File: src/rtl/pc_sequencer.sv
// LEGLite fetch/execute sequencer.
// Owns the program counter and steps it through a request/execute/retire
// sequence against an instruction memory with a ready handshake. Provides
// a terminal halt, a sticky fetch-timeout flag and a retired-instruction
// counter for the CPU top level.
module pc_sequencer #(
  parameter logic [15:0] RESET_PC    = 16'h0000,
  parameter int          MAX_WAIT    = 15,
  parameter int          COUNT_WIDTH = 16
) (
  input  logic                   clock,
  input  logic                   reset,
  output logic                   imem_req,
  output logic [15:0]            imem_addr,
  input  logic                   imem_ready,
  input  logic [15:0]            imem_rdata,
  output logic [15:0]            instr,
  output logic                   instr_valid,
  input  logic                   stall,
  input  logic [15:0]            signext,
  input  logic                   branch,
  input  logic                   uncondbranch,
  input  logic                   alu_zero,
  input  logic                   halt,
  output logic [15:0]            pc,
  output logic                   halted,
  output logic                   fetch_error,
  output logic [COUNT_WIDTH-1:0] retired
);

  typedef enum logic [1:0] {
    S_REQ  = 2'd0,
    S_EXEC = 2'd1,
    S_HALT = 2'd2
  } state_t;

  // Wait-counter value at which the current not-ready cycle is the last
  // one tolerated; the counter never needs more than 8 bits (MAX_WAIT<=255).
  localparam logic [7:0] WAIT_LAST = 8'(MAX_WAIT - 1);

  state_t                 state, state_nxt;
  logic [15:0]            pc_nxt;
  logic [15:0]            instr_nxt;
  logic [7:0]             wait_cnt, wait_nxt;
  logic                   fetch_error_nxt;
  logic [COUNT_WIDTH-1:0] retired_nxt;
  logic                   take_branch;

  // Branch-resolved successor of cur_pc. The offset counts instructions,
  // so it is doubled into bytes; the bit shifted out of the top is lost
  // and the sum wraps modulo 2^16.
  function automatic logic [15:0] next_pc(input logic [15:0] cur_pc,
                                          input logic [15:0] offset,
                                          input logic        taken);
    logic signed [15:0] byte_off;
    byte_off = $signed(offset) <<< 1;
    if (taken)
      next_pc = cur_pc + $unsigned(byte_off);
    else
      next_pc = cur_pc + 16'd2;
  endfunction

  assign imem_req    = (state == S_REQ);
  assign instr_valid = (state == S_EXEC);
  assign halted      = (state == S_HALT);
  assign imem_addr   = pc;

  // CBZ taken on zero flag; unconditional always taken; both set counts as taken.
  assign take_branch = (branch & alu_zero) | uncondbranch;

  // Next-state and next-value logic for the fetch/execute sequence.
  always_comb begin
    state_nxt       = state;
    pc_nxt          = pc;
    instr_nxt       = instr;
    wait_nxt        = wait_cnt;
    fetch_error_nxt = fetch_error;
    retired_nxt     = retired;
    case (state)
      S_REQ: begin
        if (imem_ready) begin
          instr_nxt = imem_rdata;
          wait_nxt  = 8'd0;
          state_nxt = S_EXEC;
        end else begin
          wait_nxt = wait_cnt + 8'd1;
          if (wait_cnt == WAIT_LAST) begin
            fetch_error_nxt = 1'b1;
            state_nxt       = S_HALT;
          end
        end
      end
      S_EXEC: begin
        // Retire only once the datapath releases the stall.
        if (!stall) begin
          retired_nxt = retired + COUNT_WIDTH'(1);
          if (halt) begin
            state_nxt = S_HALT;
          end else begin
            pc_nxt    = next_pc(pc, signext, take_branch);
            state_nxt = S_REQ;
          end
        end
      end
      S_HALT: begin
        state_nxt = S_HALT;
      end
      default: begin
        state_nxt = S_REQ;
      end
    endcase
  end

  // State and architectural registers; reset overrides any pending fetch or execute.
  always_ff @(posedge clock) begin
    if (reset) begin
      state       <= S_REQ;
      pc          <= RESET_PC;
      instr       <= 16'h0000;
      wait_cnt    <= 8'd0;
      fetch_error <= 1'b0;
      retired     <= '0;
    end else begin
      state       <= state_nxt;
      pc          <= pc_nxt;
      instr       <= instr_nxt;
      wait_cnt    <= wait_nxt;
      fetch_error <= fetch_error_nxt;
      retired     <= retired_nxt;
    end
  end

endmodule

File: config.mk
export PLATFORM = sky130hd
export DESIGN_NAME = pc_sequencer
export DESIGN_NICKNAME = d
export VERILOG_FILES = /design/src/rtl/pc_sequencer.sv
export SDC_FILE = /design/constraint.sdc
export NUM_CORES = 1
export LEC_CHECK = 0
export CAP_MARGIN = 30
export CORE_MARGIN = 3
export CORE_UTILIZATION = 49
export DETAILED_ROUTE_END_ITERATION = 6
export PLACE_DENSITY = 0.95
export SYNTH_ARGS = -nofsm -noshare
export SYNTH_HDL_FRONTEND = slang
export SYNTH_SLANG_ARGS = --single-unit
File: constraint.sdc
create_clock -name clock -period 8.2 [get_ports clock]
set_input_delay 1.64 -clock clock [delete_from_list [all_inputs] [get_ports clock]]
set_output_delay 1.64 -clock clock [all_outputs]
set_load 0.01 [all_outputs]
# Word-level counts from Yosys, hierarchy flattened

Cells that the tools add are included.

Logic and storage cells: 33
Input port bits: 40
Bits in registers: 59

Eq/ne operators: 5
Bitwise gates (word level): 5
Muxes and demuxes: 7
Reduce and logical (&&, ||, !) cells: 6
Add/subtract/negate cells: 4

Operator list:

| cell                  | number |
|---|---|
| $add 16x1->16 const B | 1 |
| $add 16x16->16        | 1 |
| $add 16x2->16 const B | 1 |
| $mux 16               | 1 |
| $add 8x1->8 const B   | 1 |
| $eq 8x4->1 const B    | 1 |
| $mux 2                | 4 |
| $mux 8                | 1 |
| $pmux 2 s3            | 1 |
| $reduce_and 2->1      | 3 |
| $reduce_and 3->1      | 2 |
| $ne 3x1->1 const B    | 1 |
| $not 1->1             | 3 |
| $eq 2x1->1 const B    | 1 |
| $eq 2x2->1 const B    | 1 |
| $logic_not 2->1       | 1 |
| $ne 2x2->1 const B    | 1 |
| $and 1x1->1           | 1 |
| $or 1x1->1            | 1 |

# Logic depth before layout (Yosys ltp)

Word-level depth: 4
Gate-level depth with buffers: 11
Gate-level depth less buffers: 10

# Worst setup path after synthesis

OpenSTA, ideal clock, no wires.

Path type: input -> register
Start point: input port branch
End point: register pc[15], in the netlist imem_addr[15]
Stages on the path: 11
Library setup time: 0.121 ns
Buffers on the path: 1
Required time: 8.079 ns
Setup slack: 3.995 ns
Data arrival time: 4.084 ns
Cells stage by stage: a21oi_1 > clkbuf_1 > or2_2 > ha_1 > fa_1 > a211oi_1 > o21ai_0 > a21oi_1 > o41ai_1 > mux2i_1 > mux2_2

Cells in the longest elaborated chain, start to end: 3

RTL lines:

| what                 | RTL line | source |
|---|---|---|
| start, declared      | 21       | `input logic branch,` |
| $and 1x1->1          | 69       | `assign take_branch = (branch & alu_zero) \| uncondbranch;` |
| $or 1x1->1           | 69       |  |
| $mux 16              | 57       | `if (taken)` |
| end signal, assigned | 125      | `pc <= pc_nxt;` |
| end, declared        | 25       | `output logic [15:0] pc,` |

Every way passes these cells.
A chain may end at the register's enable or synchronous reset.

# Worst setup path in the final report

Start point: input port alu_zero
End point: register pc[15], in the netlist imem_addr[15]

Cells in the longest elaborated chain, start to end: 3

RTL lines:

| what            | RTL line | source |
|---|---|---|
| start, declared | 23       | `input logic alu_zero,` |
| $and 1x1->1     | 69       |  |
| $or 1x1->1      | 69       |  |
| $mux 16         | 57       |  |

Every way passes these cells.

==> insert_results.sql <==
INSERT INTO impl_metrics (metric_group, metric, value, unit) VALUES
('synth', 'synth_area_per_cell', '8.60', 'um^2'),
('hold_path', 'hold_depth', '1', ''),
('floorplanning', 'std_cell_rows', '28', ''),
('synth', 'post_synth_most_frequent_cells', 'sky130_fd_sc_hd__dfxtp_1 (58), sky130_fd_sc_hd__nor2_1 (40), sky130_fd_sc_hd__a21oi_1 (28)', ''),
('hold_path', 'hold_path_end', 'instr[11]', ''),
('critical_path', 'endpoint_kind', 'flop', ''),
('critical_path', 'cp-start-kind', 'input pin', ''),
('critical_path', 'r2r_start', 'imem_addr[1]', ''),
('sta', 'totalNegativeSetupSlack', '0', 'ns'),
('synth', 'ys_types', '43', ''),
('floorplanning', 'fp.coreArea', '6030', 'um^2'),
('sta', 'fin_crit_sh', '55.0', '%'),
('clocking', 'cts.repair.resized', '0', ''),
('pwr', 'pwr_density_cell', '154', 'nW/um^2'),
('pwr', 'power_leakage', '1.68', 'nW'),
('floorplanning', 'die-area', '7290', 'um^2'),
('route', 'route.final.wire_length', '7760', 'um'),
('global_routing', 'grt.overflow.total', '0', ''),
('sta', 'slew_violations', '0', ''),
('hold_path', 'min-delay-path-class', 'flop to flop', ''),
('floorplanning', 'top_level_ports', '108', ''),
('final_layout', 'antenna_cells', '0', ''),
('route', 'drt-initial-drc-count', '170', ''),
('pwr', 'power', '0.661', 'mW'),
('route', 'vias', '2940', ''),
('global_routing', 'first_global_vias', '2859', ''),
('critical_path', 'crit_arrival', '4.73', 'ns'),
('sta', 'skew', '0.00743', 'ns'),
('global_routing', 'maximum_number_of_pins_on_one_net_before_global_route_repair', '42', ''),
('hold_path', 'hold_path.startpoint', 'instr[11]', ''),
('critical_path', 'critPathMaxFanout', '16', ''),
('job', 'cap_violations', '0', ''),
('synth', 'synth.ff_latch_count', '58', ''),
('synth', 'synthesis.area', '3090', 'um^2'),
('synth', 'fraction_of_registers_with_async_set_reset', '0', '%'),
('final_layout', 'design.final.nets', '508', ''),
('synth', 'synthCells', '359', ''),
('clocking', 'cts_tree', 'yes', ''),
('critical_path', 'cp_common_cell', 'sky130_fd_sc_hd__a21oi_1', ''),
('synth', 'synthDominantCellAreaShare', '37.6', '%'),
('critical_path', 'reg2reg_slack', '5.63', 'ns'),
('place', 'buffer_ports.inserted', '104', ''),
('place', 'place.gp.congestion', '0.926', ''),
('global_routing', 'grt_first_pass_wirelength', '12900', 'um'),
('sta', 'layout_min_cycle_time', '4.51', 'ns'),
('clocking', 'tritoncts_num_sinks', '58', ''),
('synth', 'synth_most_common_cell', 'sky130_fd_sc_hd__dfxtp_1', ''),
('critical_path', 'cp_slowest_stage_delay', '0.46', 'ns'),
('critical_path', 'crit_path_top_delay_cell', 'sky130_fd_sc_hd__clkdlybuf4s50_1', ''),
('clocking', 'worst_setup_hold_path_clk_slew', '0.07', 'ns'),
('critical_path', 'worstPathCellList', 'clkdlybuf4s50_1 -> a21oi_1 -> buf_4 -> or2_2 -> ha_1 -> fa_1 -> a211oi_1 -> o21ai_0 -> a21oi_1 -> o41ai_1 -> mux2i_1 -> mux2_2', ''),
('critical_path', 'cp.required', '8.42', 'ns'),
('critical_path', 'timing.rr.end', 'imem_addr[15]', ''),
('route', 'drtAntennaViolNets', '0', ''),
('sta', 'fmaxAchievable', '222', 'MHz'),
('sta', 'worst-slew-pin-transition', '1.06', 'ns'),
('global_routing', 'grt_antenna_before_repair', '0', ''),
('clocking', 'cts_setup_buffers', '0', ''),
('critical_path', 'criticalPathCategory', 'input pin to flop', ''),
('place', 'placed_cell_area', '4080', 'um^2'),
('synth', 'yosysSeqAreaShare', '37.6', '%'),
('final_layout', 'drive_gt1_share', '5.49', '%'),
('floorplanning', 'initial_utilization', '51.2', '%'),
('final_layout', 'area_delta_synth_final', '38.6', '%'),
('run_status', 'status', 'finished clean', ''),
('floorplanning', 'die-width', '85.4', 'um'),
('route', 'viasPerCell', '5.55', ''),
('critical_path', 'worstRegToRegCells', '8', ''),
('sta', 'grt_setup_unrepaired', 'false', ''),
('synth', 'post_synth_edffs', '0', ''),
('global_routing', 'grtUsageTotal', '21.7', '%');
## sequential cells by signal (all words and copies together) (netlist names)
name         count
fetch_error      1
retired         16
imem_addr       15
wait_cnt         8
instr           16
state            2
## worst max-delay path: cells and delay by family
| family | cells | cell delay (ns) |
|---|---|---|
| multiplexers | 2 | 0.52 |
| AO/OA/AOI/OAI | 5 | 0.97 |
| buffers and inverters | 2 | 0.65 |
| AND/OR/NAND/NOR | 1 | 0.29 |
| adder cells (fa/ha/maj) | 2 | 0.66 |
## stage by stage
stage	util, %	cells	hold WS [ns]	setup slack [ns]
floorplan	-	360	0.458	4.00
global placement	67.5	513	0.455	3.41
detailed placement	67.6	514	0.457	3.37
CTS	71.0	530	0.483	3.71
global route	71.0	530	0.501	3.43
finish	71.0	530	0.478	3.69
## worst max path at each step
stage,startpoint,end,depth (start not counted)
6_report,alu_zero,imem_addr[15],12
5_1_grt,branch,imem_addr[15],12
4_1_cts,alu_zero,imem_addr[15],12
3_5_place_dp,alu_zero,imem_addr[15],12
3_3_place_gp,branch,imem_addr[15],12
2_1_floorplan,branch,imem_addr[15],11
## cells in the final DEF, fill, tap and decap left out, types with 3 or more instances in the layout
master / netlist / layout
sky130_fd_sc_hd__nand4_1: 5 / 5
sky130_fd_sc_hd__a22o_1: 16 / 16
sky130_fd_sc_hd__dfxtp_1: 58 / 58
sky130_fd_sc_hd__and3_1: 6 / 6
sky130_fd_sc_hd__or3_1: 5 / 5
sky130_fd_sc_hd__a211oi_1: 6 / 6
sky130_fd_sc_hd__nor2b_1: 16 / 16
sky130_fd_sc_hd__clkdlybuf4s50_1: 0 / 104
sky130_fd_sc_hd__mux2i_1: 3 / 3
sky130_fd_sc_hd__nand2_1: 27 / 27
sky130_fd_sc_hd__buf_4: 18 / 3
sky130_fd_sc_hd__xor2_1: 14 / 14
sky130_fd_sc_hd__clkinvlp_4: 0 / 3
sky130_fd_sc_hd__o21ai_0: 15 / 15
sky130_fd_sc_hd__a21oi_1: 28 / 28
sky130_fd_sc_hd__ha_1: 17 / 17
sky130_fd_sc_hd__xnor2_1: 9 / 9
sky130_fd_sc_hd__nor2_1: 40 / 40
sky130_fd_sc_hd__a21o_1: 7 / 7
sky130_fd_sc_hd__clkbuf_8: 0 / 10
sky130_fd_sc_hd__nand3_1: 12 / 12
sky130_fd_sc_hd__and4_1: 3 / 3
sky130_fd_sc_hd__nor3_1: 8 / 8
sky130_fd_sc_hd__a31oi_1: 4 / 4
sky130_fd_sc_hd__inv_1: 8 / 8
## area by class of cell
type | instances | area (um^2)
Multi-Input combinational cell | 266 | 1730
Fill cell | 469 | 1750
Timing Repair Buffer | 107 | 1060
Clock buffer | 10 | 138
Inverter | 8 | 30.0
Sequential cell | 58 | 1160
Tap cell | 75 | 93.8
Clock inverter | 6 | 66.3
## where the power goes
group	switching [mW]	internal [mW]
Clock	0.118	0.148
Sequential	0.00685	0.290
Combinational	0.0444	0.0525
Total	0.170	0.491
## cells by family after synthesis
kind of cell / after synthesis / synth area share (%)
xor+xnor: 23 / 6.52
buf+inv: 36 / 6.60
flops: 58 / 37.6
mux: 4 / 1.34
compound gates: 84 / 17.7
other cells: 1 / 0.121
fa+ha+maj: 18 / 7.54
simple gates: 135 / 22.6
## routing by layer
layer / share of wire, % / global-route usage [%]
met3: 7.7 / 6.02
met4: 1.7 / 9.50
met1: 42 / 25.2
met2: 49 / 37.1
met5: 0 / 0
No activity file was read; power rests on OpenSTA's default activity.
